## src/rtl/pong_pkg.sv

```systemverilog
// Shared definitions for the Pong game-level control blocks.
//   state_t          : game state encoding (NEWGAME, PLAY, NEWBALL, OVER)
//   NUM_BALLS_DEF    : default number of balls per game
//   SERVE_FRAMES_DEF : default pause, in frames, after a miss and after game over
//   BCD_MAX          : saturation value of the two-digit BCD score
//   bcd2_inc()       : saturating two-digit BCD increment
package pong_pkg;

   typedef enum logic [1:0] {
      ST_NEWGAME = 2'd0,
      ST_PLAY    = 2'd1,
      ST_NEWBALL = 2'd2,
      ST_OVER    = 2'd3
   } state_t;

   localparam int          NUM_BALLS_DEF    = 3;
   localparam int          SERVE_FRAMES_DEF = 120;
   localparam logic [7:0]  BCD_MAX          = 8'h99;

   // Units roll 9 -> 0 with a carry into the tens; 99 holds.
   function automatic logic [7:0] bcd2_inc(input logic [7:0] value);
      logic [7:0] result;
      if (value >= BCD_MAX)
         result = BCD_MAX;
      else if (value[3:0] == 4'd9)
         result = {value[7:4] + 4'd1, 4'd0};
      else
         result = {value[7:4], value[3:0] + 4'd1};
      return result;
   endfunction

endpackage

```

## src/rtl/pong_game_ctrl_if.sv

```systemverilog
// Signal bundle between the Pong graphics generator and the game controller.
//   refr_tick  : one-cycle pulse per frame (start of vertical retrace)
//   btn        : paddle buttons, level, already synchronised
//   hit / miss : one-cycle ball events from the graphics generator
//   gra_still  : hold ball at serve position, paddle idle
//   serve      : one-cycle pulse launching the ball
//   state      : current game state
//   balls_left : remaining balls including the one in play
//   score_bcd  : two BCD digits, [7:4] tens, [3:0] units
// Modports: master = graphics side, slave = game controller.
interface pong_game_ctrl_if;
   import pong_pkg::*;

   logic       refr_tick;
   logic [1:0] btn;
   logic       hit;
   logic       miss;
   logic       gra_still;
   logic       serve;
   state_t     state;
   logic [1:0] balls_left;
   logic [7:0] score_bcd;

   modport master (
      output refr_tick, btn, hit, miss,
      input  gra_still, serve, state, balls_left, score_bcd
   );

   modport slave (
      input  refr_tick, btn, hit, miss,
      output gra_still, serve, state, balls_left, score_bcd
   );

endinterface

```

## src/rtl/pong_bcd2_counter.sv

```systemverilog
// Two-digit BCD counter, saturating at 99.
//   clk   : clock
//   reset : synchronous, active-high, clears the count
//   clr   : synchronous clear, has priority over inc
//   inc   : count up by one BCD step
//   count : current value, [7:4] tens, [3:0] units
module pong_bcd2_counter
   import pong_pkg::*;
(
   input  logic       clk,
   input  logic       reset,
   input  logic       clr,
   input  logic       inc,
   output logic [7:0] count
);

   // NOTE: registers are updated with non-blocking assignments so every
   // always_ff reads the pre-edge value of every other register.
   always_ff @(posedge clk) begin
      if (reset || clr)
         count <= 8'h00;
      else if (inc)
         count <= bcd2_inc(count);
   end

endmodule

```

## src/rtl/pong_game_ctrl.sv

```systemverilog
// Game-level sequencer for the Pong display pipeline.
// Runs the NEWGAME / PLAY / NEWBALL / OVER state machine, counts the balls
// left and the BCD score, and tells the graphics generator when to freeze
// the ball and when to serve.
//   clk   : 50 MHz pixel-domain clock
//   reset : synchronous, active-high
//   bus   : slave side of pong_game_ctrl_if (frame tick, buttons, hit/miss
//           in; gra_still, serve, state, balls_left, score_bcd out)
// Parameters:
//   NUM_BALLS    : balls per game (1..3)
//   SERVE_FRAMES : frames of forced pause after a miss and after game over
module pong_game_ctrl
   import pong_pkg::*;
#(
   parameter int NUM_BALLS    = NUM_BALLS_DEF,
   parameter int SERVE_FRAMES = SERVE_FRAMES_DEF
) (
   input  logic             clk,
   input  logic             reset,
   pong_game_ctrl_if.slave  bus
);

   localparam int               TW         = $clog2(SERVE_FRAMES + 1);
   localparam logic [TW-1:0]    TIMER_LOAD = TW'(SERVE_FRAMES);
   localparam logic [1:0]       BALLS_LOAD = 2'(NUM_BALLS);

   state_t        state;
   logic          gra_still;
   logic          serve;
   logic [1:0]    balls_left;
   logic [TW-1:0] timer;
   logic          btn_prev;

   logic          any_btn;
   logic          start_edge;
   logic          score_clr;
   logic          score_inc;
   logic [7:0]    score_bcd;

   assign any_btn    = bus.btn[1] | bus.btn[0];
   assign start_edge = any_btn & ~btn_prev;

   // Score is cleared on the same edge that starts a game, so the first
   // PLAY cycle already shows 00; a hit only counts when no miss collides.
   assign score_clr = (state == ST_NEWGAME) && start_edge;
   assign score_inc = (state == ST_PLAY) && bus.hit && !bus.miss;

   pong_bcd2_counter u_score (
      .clk   (clk),
      .reset (reset),
      .clr   (score_clr),
      .inc   (score_inc),
      .count (score_bcd)
   );

   always_ff @(posedge clk) begin
      if (reset) begin
         state      <= ST_NEWGAME;
         gra_still  <= 1'b1;
         serve      <= 1'b0;
         balls_left <= BALLS_LOAD;
         timer      <= '0;
         // A button held across reset looks "already pressed", so it
         // cannot start a game until it is released and pressed again.
         btn_prev   <= 1'b1;
      end else begin
         btn_prev <= any_btn;
         // NOTE: serve defaults low every cycle so any branch that raises it
         // produces exactly a one-cycle pulse.
         serve    <= 1'b0;

         // The load below (entry into NEWBALL/OVER) overrides this, so a
         // frame tick in the entry cycle is not counted.
         if (bus.refr_tick && timer != '0)
            timer <= timer - TW'(1);

         unique case (state)
            ST_NEWGAME: begin
               if (start_edge) begin
                  state      <= ST_PLAY;
                  gra_still  <= 1'b0;
                  serve      <= 1'b1;
                  balls_left <= BALLS_LOAD;
               end
            end

            ST_PLAY: begin
               if (bus.miss) begin
                  gra_still <= 1'b1;
                  timer     <= TIMER_LOAD;
                  if (balls_left > 2'd1) begin
                     balls_left <= balls_left - 2'd1;
                     state      <= ST_NEWBALL;
                  end else begin
                     balls_left <= 2'd0;
                     state      <= ST_OVER;
                  end
               end
            end

            ST_NEWBALL: begin
               // Button is level-sensitive here: holding it through the
               // pause serves as soon as the pause ends.
               if (timer == '0 && any_btn) begin
                  state     <= ST_PLAY;
                  gra_still <= 1'b0;
                  serve     <= 1'b1;
               end
            end

            ST_OVER: begin
               if (timer == '0)
                  state <= ST_NEWGAME;
            end

            default: state <= ST_NEWGAME;
         endcase
      end
   end

   assign bus.state      = state;
   assign bus.gra_still  = gra_still;
   assign bus.serve      = serve;
   assign bus.balls_left = balls_left;
   assign bus.score_bcd  = score_bcd;

endmodule

```

## src/flat_wrapper.sv

```systemverilog
// flat-port wrapper written by rule: the top's interface ports become plain ports
module pong_game_ctrl_flat import pong_pkg::*;
#(
   parameter int NUM_BALLS    = NUM_BALLS_DEF,
   parameter int SERVE_FRAMES = SERVE_FRAMES_DEF
)
  (clk, reset, bus_refr_tick, bus_btn, bus_hit, bus_miss, bus_gra_still, bus_serve, bus_state, bus_balls_left, bus_score_bcd);
  pong_game_ctrl_if bus_i ();
  input  logic clk;
  input  logic reset;
  input wire logic [$bits(bus_i.refr_tick)-1:0] bus_refr_tick;
  input wire logic [$bits(bus_i.btn)-1:0] bus_btn;
  input wire logic [$bits(bus_i.hit)-1:0] bus_hit;
  input wire logic [$bits(bus_i.miss)-1:0] bus_miss;
  output wire logic [$bits(bus_i.gra_still)-1:0] bus_gra_still;
  output wire logic [$bits(bus_i.serve)-1:0] bus_serve;
  output wire logic [$bits(bus_i.state)-1:0] bus_state;
  output wire logic [$bits(bus_i.balls_left)-1:0] bus_balls_left;
  output wire logic [$bits(bus_i.score_bcd)-1:0] bus_score_bcd;
  assign bus_i.refr_tick = bus_refr_tick;
  assign bus_i.btn = bus_btn;
  assign bus_i.hit = bus_hit;
  assign bus_i.miss = bus_miss;
  assign bus_gra_still = bus_i.gra_still;
  assign bus_serve = bus_i.serve;
  assign bus_state = bus_i.state;
  assign bus_balls_left = bus_i.balls_left;
  assign bus_score_bcd = bus_i.score_bcd;
  pong_game_ctrl #(.NUM_BALLS(NUM_BALLS), .SERVE_FRAMES(SERVE_FRAMES)) u_core (.clk(clk), .reset(reset), .bus(bus_i));
endmodule
```

## config.mk

```make
export PLATFORM = sky130hd
export DESIGN_NAME = pong_game_ctrl_flat
export DESIGN_NICKNAME = d
export VERILOG_FILES = /design/src/rtl/pong_pkg.sv /design/src/rtl/pong_game_ctrl_if.sv /design/src/rtl/pong_bcd2_counter.sv /design/src/rtl/pong_game_ctrl.sv /design/src/flat_wrapper.sv
export SDC_FILE = /design/constraint.sdc
export NUM_CORES = 1
export LEC_CHECK = 0
export ABC_AREA = 1
export CORE_ASPECT_RATIO = 1.4
export CORE_MARGIN = 10
export CORE_UTILIZATION = 37
export CTS_CLUSTER_DIAMETER = 60
export CTS_CLUSTER_SIZE = 14
export DETAILED_ROUTE_END_ITERATION = 12
export GPL_TIMING_DRIVEN = 0
export PLACE_DENSITY = 0.57
export SETUP_SLACK_MARGIN = 0.05
export SLEW_MARGIN = 15
export SYNTH_ARGS = -nofsm -noshare
export SYNTH_HDL_FRONTEND = slang
export SYNTH_SLANG_ARGS = --single-unit
```

## constraint.sdc

```tcl
create_clock -name clk -period 2.4 [get_ports clk]
set_input_delay 0.36 -clock clk [delete_from_list [all_inputs] [get_ports clk]]
set_output_delay 0.36 -clock clk [all_outputs]
set_load 0.01 [all_outputs]
```

==> implementation parameters, run 1 <==
Parameter                              Value

Run status
  Result of the run    completed

Clocking
  Insertion delay of the later-clocked pin in the worst-skew pair    0.26 ns
  Clock Root Buffer    sky130_fd_sc_hd__clkbuf_8
  Post-CTS resize count    0
  Post-CTS setup repair buffer count    0
  Inserted Clock Buffers    3
  Total number of clock tree sinks    22
  Maximum buffer depth of the clock tree    2
  # H-tree levels    1
  Number of hold buffers added after CTS    0
  CTS tree    done
  Clock Pin Slew Worst Setup and Hold Paths    0.08 ns

Cells and area
  Commonest non-fill, non-tap cell in the layout    sky130_fd_sc_hd__nand2_1
  Post-synthesis to final-layout area growth    23.6%
  Diode count    0
  Register Area    approximately 440 µm²
  Filler cell count in the final layout    367
  Top library cells by usage in the layout, fill and taps aside    58 x sky130_fd_sc_hd__nand2_1, 31 x sky130_fd_sc_hd__inv_1, 22 x sky130_fd_sc_hd__dfxtp_1
  Net total in the final layout    between 200 and 250
  Fraction of final layout cells sized beyond drive strength 1    0.0852
  Area taken by multi-input logic gates    719 µm²
  Final instance area    1600 µm²

Critical path
  Reg2reg start    u_core.timer[0]
  Count of buffer and inverter cells on the critical path    1
  Max stage delay on crit path    0.60 ns
  Largest fanout on the critical path    8
  Required time of the worst setup path    2.04 ns
  Data arrival, critical path    1.35 ns
  Crit path max-delay cell type    sky130_fd_sc_hd__clkdlybuf4s50_1
  Cell chain of the critical path    clkdlybuf4s50_1
  Cell type group with the largest total delay on the critical path    buffers and inverters
  Classification of the worst setup path    reg2out
  Type of destination of the critical path    output port
  Type of origin of the critical path    flop
  First element of the critical path    u_core.u_score.count[0]

Power and ir drop
  Portion of total power attributed to combinational logic    0.472
  Power density over the cells    930 nW/µm²
  Cell-internal power    slightly below 0.9 mW
  Net switching power    0.621 mW
  IR drop worst, VDD    0.376 mV
  Clock share of power    0.178
  Pleak    0.811 nW
  Net switching share of the total power    0.417
  Sequential cell fraction of total power    0.350

Yosys
  Library cells used by synthesis    24
  Instance count of the mapped netlist    199
  Post-synthesis register bit count    22
  Area contributors post-synth    sky130_fd_sc_hd__dfxtp_1 34%, sky130_fd_sc_hd__nand2_1 17%, sky130_fd_sc_hd__inv_1 9.0%, sky130_fd_sc_hd__nand3_1 7.7%, sky130_fd_sc_hd__nor2_1 5.8%
  Leading area contributor after synthesis    sky130_fd_sc_hd__dfxtp_1
  Yosys warns    0
  Nets in the synthesized netlist    210
  Mean cell area of the mapped netlist    ~6.5 µm²
  Register area share after synthesis    0.340
  Netlist area before placement    1300 µm²
  Share of the synthesized area in the top cell type    0.340

STA
  Final Max Slew Viols    0
  Final critical-path required period    between 1.5 and 2 ns
  Final number of setup-violating endpoints    0
  Fin Clk Skew    0.0101 ns
  Setup repair after global routing missed its margin    false
  Share of the clock period used by the worst path after layout    0.711
  Slew at the pin closest to its max-slew limit    0.312 ns
  Number of hold-slack violations in the final timing report    0
  Highest attainable clock frequency    586 MHz
  Final-layout setup total negative slack    0 ns
  Slew Limit Headroom    0.792

Hold path
  Worst hold-check path type    reg2reg
  Worst min-delay path startpoint    u_core.bus.gra_still

Floorplan
  Die X    ~70 µm
  Full die area    6300 µm²
  Core area    3380 µm²
  Site row count    25
  Number of top-level design ports    21
  Die height    90.0 µm
  Effective utilization at floorplan    0.384

Place
  Count of buffers inserted at the top-level ports    20
  Final HPWL from detailed placement    2570 µm
  Standard cell area after detailed placement    1550 µm²
  Final weighted congestion in routability-driven placement    0.835

Route
  Count of nets left with antenna violations after detail routing    0
  Via count normalized by instance count    ~4.9
  Number of remaining DRC errors    0
  Starting DRC count in detailed routing    42
  Number of search-and-repair iterations in the first detailed-routing pass    4
  Average routed wire per standard cell    12.1 µm
  Routed vias    1289
  Routed wire length    between 3000 and 4000 µm

Global routing
  Overall routing resource usage    0.103
  Antenna violations before repair    0
  Remaining Overflow, GRT    0
  Vias in the first global route    1333
  Pin count of the biggest net entering global routing    13
  First-pass GRT wire length    5620 µm

Flow run
  Maxcap violations    0
[Yosys cell counts]
cell type	n
sky130_fd_sc_hd__nand2_1	58
sky130_fd_sc_hd__inv_1	31
sky130_fd_sc_hd__dfxtp_1	22
sky130_fd_sc_hd__nand3_1	20
sky130_fd_sc_hd__nor2_1	20
sky130_fd_sc_hd__nand4_1	8
sky130_fd_sc_hd__a21oi_1	7
sky130_fd_sc_hd__o21ai_0	5
sky130_fd_sc_hd__ha_1	4
sky130_fd_sc_hd__inv_2	3
sky130_fd_sc_hd__o211ai_1	3
sky130_fd_sc_hd__a21oi_2	2
sky130_fd_sc_hd__nand2_2	2
sky130_fd_sc_hd__nand3_2	2
sky130_fd_sc_hd__nor2_2	2
sky130_fd_sc_hd__xor2_1	2
sky130_fd_sc_hd__a31oi_1	1
sky130_fd_sc_hd__clkbuf_1	1
sky130_fd_sc_hd__clkinv_2	1
sky130_fd_sc_hd__nand2_4	1
sky130_fd_sc_hd__nand3b_1	1
sky130_fd_sc_hd__nor2_4	1
sky130_fd_sc_hd__nor2_8	1
sky130_fd_sc_hd__o21bai_1	1
[metal layers]
layer / global-route usage / part of all wire / up-vias
met5: 0 / 0 / -
met4: 0.0495 / 0.026 / 0
met3: 0.0341 / 0.061 / 8
met2: 0.191 / 0.50 / 20
met1: 0.0977 / 0.41 / 582
li1: - / - / 679
[final timing paths]
check / to / slack (ns) / depth (start not counted)
max: bus_score_bcd[0] / 0.69 / 1
min: u_core.bus.gra_still / 0.45 / 2
max reg2reg: u_core.timer[3] / 0.79 / 11
min reg2reg: u_core.bus.gra_still / 0.45 / 2
[registers in the layout, summed over array words and instances (netlist names)]
signal / count
u_core.u_score.count: 8
u_core.bus.gra_still: 1
u_core.timer: 7
u_core.bus.balls_left: 2
u_core.bus.serve: 1
u_core.bus.state: 2
u_core.btn_prev: 1
[layout make-up]
class                      instances  area share
timing repair buffer              20       0.125
multi-input combinational        141       0.449
tap                               40      0.0312
sequential                        22       0.275
inverter                          35      0.0828
clock buffer                       4      0.0344
buffer                             1     0.00234
[power groups by stage]
stage | Combinational [mW] | Sequential [mW] | Clock [mW]
6_report | 0.702 | 0.521 | 0.265
4_1_cts | 0.716 | 0.522 | 0.280
2_1_floorplan | 0.519 | 0.527 | 0
3_5_place_dp | 0.714 | 0.530 | 0
5_1_grt | 0.824 | 0.533 | 0.296
3_3_place_gp | 0.699 | 0.526 | 0
[worst min-delay path: cells and delay by family (launching register included)]
family / cells / cell delay, ns
DFF: 1 / 0.31
and+or+nand+nor: 2 / 0.10
[cells by family after synthesis]
group           after synthesis  share of synthesized area
flops                        22                      0.340
compound gates               19                     0.0878
xor+xnor                      2                     0.0135
simple gates                116                      0.415
fa+ha+maj                     4                     0.0386
buf+inv                      36                      0.105
[stage by stage]
step | std cells | hold slack [ns] | utilization | power, mW | setup WS [ns]
after CTS | 263 | 0.452 | 0.474 | 1.52 | 0.675
after floorplan | 199 | 0.429 | - | 1.05 | 1.01
final | 263 | 0.449 | 0.474 | 1.49 | 0.693
after global placement | 259 | 0.430 | 0.458 | 1.23 | 0.672
after global routing | 263 | 0.478 | 0.474 | 1.65 | 0.591
after detailed placement | 259 | 0.435 | 0.458 | 1.24 | 0.655
Note: power is estimated with default switching activity, not from simulation.
==> run 2: changes to the inputs <==
PLACE_DENSITY = 0.59   (was 0.57)
clock period = 1.4 ns   (was 2.4 ns; I/O delays follow)
==> implementation parameters, run 2 (synthesis results as in run 1) <==
Parameter                              Value

Global routing
  Vias in the first global route    ~1.3k
  Pin count of the biggest net entering global routing    13
  Antenna violations before repair    0
  Remaining Overflow, GRT    0
  First-pass GRT wire length    approximately 5300 µm
  Overall routing resource usage    0.0968

Cells and area
  Fraction of final layout cells sized beyond drive strength 1    0.216
  Diode count    0
  Top library cells by usage in the layout, fill and taps aside    55 x sky130_fd_sc_hd__nand2_1, 28 x sky130_fd_sc_hd__inv_1, 18 x sky130_fd_sc_hd__nand3_1, 16 x sky130_fd_sc_hd__nor2_1
  Final cell utilization of the core    0.511
  Top reg by flops    u_core.u_score.count
  Largest registers    u_core.u_score.count: 8 flops, u_core.timer: 7 flops
  Filler cell count in the final layout    around 340
  Register Area    approximately 460 µm²
  Final instance area    1730 µm²
  Commonest non-fill, non-tap cell in the layout    sky130_fd_sc_hd__nand2_1
  Post-synthesis to final-layout area growth    33.3%
  Net total in the final layout    239
  Flip-flop count of the largest register after layout    8
  Area taken by multi-input logic gates    802 µm²

Critical path
  Required time of the worst setup path    1.57 ns
  Largest fanout on the critical path    7
  Data arrival, critical path    1.44 ns
  Count of cells along the worst register-to-register path    11
  Reg2reg start    u_core.timer[1]
  First element of the critical path    u_core.timer[1]
  Type of destination of the critical path    flop
  Classification of the worst setup path    reg2reg
  Type of origin of the critical path    flop
  Capturing point of the worst reg2reg path    u_core.timer[3]
  R2r setup slk    0.13 ns

Floorplan
  Effective utilization at floorplan    0.384
  Core area    between 3000 and 4000 µm²
  Die height    90.0 µm
  Number of top-level design ports    21
  Site row count    25
  Die X    70.0 µm
  Full die area    6300 µm²

Hold path
  Worst min-delay path startpoint    u_core.bus.gra_still
  Worst hold-check path type    reg2reg
  Instance count along the most critical hold path    2
  End of the worst hold path    u_core.bus.gra_still

Power and ir drop
  Portion of total power attributed to combinational logic    0.504
  Power density over the cells    about 1600 nW/µm²
  Pleak    0.971 nW
  IR drop worst, VDD    0.976 mV
  Net switching power    1.19 mW
  Clock share of power    0.165
  Cell-internal power    1.60 mW
  Net switching share of the total power    0.425
  Sequential cell fraction of total power    0.331

STA
  Final Max Slew Viols    0
  Worst hold slack    0.449 ns
  Highest attainable clock frequency    between 700 and 800 MHz
  Worst Slack Setup Final    0.126 ns
  Number of hold-slack violations in the final timing report    0
  Slew Limit Headroom    0.767
  Share of the clock period used by the worst path after layout    0.910
  Final number of setup-violating endpoints    0
  Final-layout setup total negative slack    0 ns
  Final critical-path required period    1.27 ns
  Slew at the pin closest to its max-slew limit    approximately 0.35 ns
  Fin Clk Skew    ~0.0038 ns
  Setup repair after global routing missed its margin    true

Route
  Number of search-and-repair iterations in the first detailed-routing pass    4
  Number of remaining DRC errors    0
  Starting DRC count in detailed routing    76
  Routed vias    1295
  Count of nets left with antenna violations after detail routing    0
  Routed wire length    a little over 3000 µm
  Average routed wire per standard cell    between 10 and 15 µm
  Via count normalized by instance count    4.85

Run status
  Result of the run    completed

Flow run
  Maxcap violations    0

Place
  Final HPWL from detailed placement    2330 µm
  Final weighted congestion in routability-driven placement    0.775
  Standard cell area after detailed placement    1550 µm²
  Post-placement setup slack    -0.218 ns
  Count of buffers inserted at the top-level ports    20

Clocking
  Clock Pin Slew Worst Setup and Hold Paths    0.08 ns
  # H-tree levels    1
  Maximum buffer depth of the clock tree    2
  Insertion delay of the later-clocked pin in the worst-skew pair    0.26 ns
  Number of hold buffers added after CTS    0
  CTS tree    done
  Inserted Clock Buffers    3
  Total number of clock tree sinks    22
  Clock Root Buffer    sky130_fd_sc_hd__clkbuf_8
run 2: changes by cell type in the layout (fill, tap and decap cells not counted), sizes merged:
cell / delta
clkdlybuf4s50: -15
buf: +4
dlygate4sd2: +12
dlymetal6s2s: +3
run 2: metal layers:
metal  share of wire  routed length (µm)  GRT usage  vias to the layer above
met5               0                   0          0                        -
met2            0.54                1630      0.183                       16
li1                -                   -          -                      694
met4           0.015                  45     0.0413                        0
met1            0.42                1270     0.0960                      581
met3           0.025                  76     0.0220                        4
run 2: worst max-delay path, stage by stage, from the launching register on:
cell and delay (ns):
sky130_fd_sc_hd__dfxtp_2 0.34, sky130_fd_sc_hd__inv_4 0.07, sky130_fd_sc_hd__ha_4 0.13, sky130_fd_sc_hd__inv_2 0.03
sky130_fd_sc_hd__nor2_4 0.12, sky130_fd_sc_hd__nand3_4 0.10, sky130_fd_sc_hd__nand2_4 0.11, sky130_fd_sc_hd__inv_4 0.06
sky130_fd_sc_hd__nand2_1 0.06, sky130_fd_sc_hd__nand3_1 0.06, sky130_fd_sc_hd__nand2_1 0.06, sky130_fd_sc_hd__inv_1 0.04
run 2: power groups by stage:
stage	Clock (mW)	Combinational, mW	Sequential [mW]
after global placement	0	1.21	0.911
after global routing	0.499	1.63	0.944
after floorplan	0	0.898	0.905
after CTS	0.476	1.38	0.913
after detailed placement	0	1.22	0.912
final	0.460	1.41	0.924
run 2: worst max path at each step:
stage,end,cells after the start
after floorplan,u_core.u_score.count[3],10
after global placement,u_core.u_score.count[6],6
after detailed placement,u_core.u_score.count[6],6
after CTS,bus_score_bcd[6],1
after global routing,u_core.bus.gra_still,9
final,u_core.timer[3],11
run 2: timing repair:
| item | in CTS | in global routing |
|---|---|---|
| gates resized for setup | 33 | 18 |
| buffers inserted | 2 | 2 |
| pin swaps | 2 | 7 |
| setup endpoints to repair | 28 | 20 |
run 2: metrics by stage:
| stage | cells | power (mW) |
|---|---|---|
| floorplan | 199 | 1.80 |
| global placement | 259 | 2.12 |
| detailed placement | 259 | 2.13 |
| CTS | 265 | 2.77 |
| global route | 267 | 3.07 |
| finish | 267 | 2.79 |
run 2: final cells by class:
type                            count  share of cell area
Buffer                              1             0.00290
Clock buffer                        4              0.0319
Inverter                           35              0.0797
Multi-Input combinational cell    141               0.464
Sequential cell                    22               0.264
Tap cell                           40              0.0290
Timing Repair Buffer               24               0.129
==> run 3: changes to the inputs <==
DONT_BUFFER_PORTS = 1   (was default)
PLACE_DENSITY = 0.51   (was 0.59)
TNS_END_PERCENT = 20   (was default)
==> implementation parameters, run 3 (synthesis results as in run 1) <==
Parameter                              Value

Global routing
  First-pass GRT wire length    between 5000 and 6000 µm
  Vias in the first global route    1183
  Remaining Overflow, GRT    0
  Antenna violations before repair    0
  Pin count of the biggest net entering global routing    12
  Overall routing resource usage    0.0996

STA
  Fin Clk Skew    0.00228 ns
  Share of the clock period used by the worst path after layout    0.931
  Slew Limit Headroom    0.751
  Worst hold slack    0.00821 ns
  Number of hold-slack violations in the final timing report    0
  Highest attainable clock frequency    roughly 770 MHz
  Slew at the pin closest to its max-slew limit    0.373 ns
  Final-layout setup total negative slack    0 ns
  Final critical-path required period    1.30 ns
  Setup repair after global routing missed its margin    true
  Final Max Slew Viols    0
  Worst Slack Setup Final    between 0.09 and 0.1 ns
  Final number of setup-violating endpoints    0

Route
  Via count normalized by instance count    roughly 5.0
  Routed vias    about 1.2k
  Starting DRC count in detailed routing    60
  Average routed wire per standard cell    ~13 µm
  Count of nets left with antenna violations after detail routing    0
  Routed wire length    3180 µm
  Number of search-and-repair iterations in the first detailed-routing pass    4
  Number of remaining DRC errors    0

Clocking
  # H-tree levels    1
  Maximum buffer depth of the clock tree    2
  Clock Root Buffer    sky130_fd_sc_hd__clkbuf_8
  Total number of clock tree sinks    22
  Insertion delay of the later-clocked pin in the worst-skew pair    roughly 0.26 ns
  Clock Pin Slew Worst Setup and Hold Paths    0.08 ns
  CTS tree    done
  Inserted Clock Buffers    3

Flow run
  Maxcap violations    0

Cells and area
  Top library cells by usage in the layout, fill and taps aside    48 x sky130_fd_sc_hd__nand2_1, 27 x sky130_fd_sc_hd__inv_1, 16 x sky130_fd_sc_hd__nor2_1, 15 x sky130_fd_sc_hd__nand3_1, 15 x sky130_fd_sc_hd__dfxtp_1
  Filler-free cell count of the finished design    246
  Fraction of final layout cells sized beyond drive strength 1    0.262
  Diode count    0
  Post-synthesis to final-layout area growth    20.1%
  Largest registers    u_core.u_score.count: 8 flops, u_core.timer: 7 flops
  Net total in the final layout    219
  Top reg by flops    u_core.u_score.count
  Flip-flop count of the largest register after layout    8
  Commonest non-fill, non-tap cell in the layout    sky130_fd_sc_hd__nand2_1
  Filler cell count in the final layout    362

Critical path
  Largest fanout on the critical path    7
  Max stage delay on crit path    about 0.33 ns
  Cell chain of the critical path    inv_2 -> ha_4 -> inv_2 -> nor2_4 -> nand3_4 -> nand2_4 -> inv_6 -> nand2_2 -> nand3_2 -> nand2_1 -> inv_1
  Cell type group with the largest total delay on the critical path    simple AND/OR/NAND/NOR gates
  Crit path max-delay cell type    sky130_fd_sc_hd__dfxtp_2
  Data arrival, critical path    1.47 ns
  Count of buffer and inverter cells on the critical path    4
  Classification of the worst setup path    reg2reg
  Type of destination of the critical path    flop
  Type of origin of the critical path    flop
  Most prevalent standard cell on the critical path    sky130_fd_sc_hd__inv_2
  Required time of the worst setup path    1.56 ns

Floorplan
  Core area    3380 µm²
  Site row count    25
  Full die area    roughly 6300 µm²
  Effective utilization at floorplan    0.384
  Die X    70.0 µm
  Die height    about 90 µm
  Number of top-level design ports    21

Place
  Final weighted congestion in routability-driven placement    about 0.84
  Count of buffers inserted at the top-level ports    0
  Post-Place Cells    239
  Post-placement setup slack    -0.163 ns
  Final HPWL from detailed placement    between 2000 and 2500 µm

Power and ir drop
  Pleak    approximately 0.82 nW
  Power density over the cells    1750 nW/µm²
  IR drop worst, VDD    0.772 mV

Run status
  Result of the run    completed

Hold path
  Worst hold-check path type    in2reg
run 3: cell count changes in the layout (fill, tap and decap cells not counted), moves of 3 or more:
cell / change
sky130_fd_sc_hd__nand2_2: +7
sky130_fd_sc_hd__dlymetal6s2s_1: -3
sky130_fd_sc_hd__dlygate4sd2_1: -12
sky130_fd_sc_hd__nand3_2: +3
sky130_fd_sc_hd__dfxtp_2: -5
sky130_fd_sc_hd__dfxtp_1: +3
sky130_fd_sc_hd__nand2_1: -7
sky130_fd_sc_hd__clkdlybuf4s50_1: -5
sky130_fd_sc_hd__nand3_1: -3
run 3: per-stage QoR:
step / area (µm²) / power [mW] / utilization
floorplan: 1300 / 1.80 / -
global placement: 1350 / 2.00 / 0.399
detailed placement: 1350 / 2.02 / 0.399
CTS: 1470 / 2.64 / 0.436
global route: 1560 / 2.98 / 0.461
finish: 1560 / 2.72 / 0.461
run 3: area by class of cell:
type | instances | area [µm²] | share of cell area
sequential | 22 | 457 | 0.293
tap | 40 | 50.0 | 0.0322
inverter | 35 | 139 | 0.0892
multi-input combinational | 141 | 832 | 0.535
timing repair buffer | 4 | 32.5 | 0.0209
clock buffer | 3 | 41.3 | 0.0265
buffer | 1 | 5.00 | 0.00322
run 3: routing by layer:
metal  routed length (µm)  global-route usage  up-vias
met2                 1800               0.196       12
met4                   25              0.0396        0
met1                 1180              0.0889      561
met5                    0                   0        -
li1                     -                   -      645
met3                  164              0.0308        2
run 3: path summary, 6_finish.rpt:
kind | start | endpoint | slack (ns) | depth (start not counted)
min reg2reg | u_core.timer[0] | u_core.timer[0] | 0.49 | 2
min | reset | u_core.timer[6] | 0.008 | 1
max reg2reg | u_core.timer[1] | u_core.timer[3] | 0.1 | 11
max | u_core.timer[1] | u_core.timer[3] | 0.1 | 11
run 3: what timing repair did:
action / 4_1_cts / 5_1_grt
resized for setup: 18 / 29
setup buffers: 3 / 0
pin swaps: 3 / 7
setup endpoints to repair: 17 / 19
hold buffers: 1 / 0
hold endpoints to repair: 1 / 0
run 3: power by group:
part / switching, mW / internal, mW / leakage, nW
clock: 0.202 / 0.192 / 0.0216
combinational: 0.847 / 0.533 / 0.612
sequential: 0.177 / 0.772 / 0.184
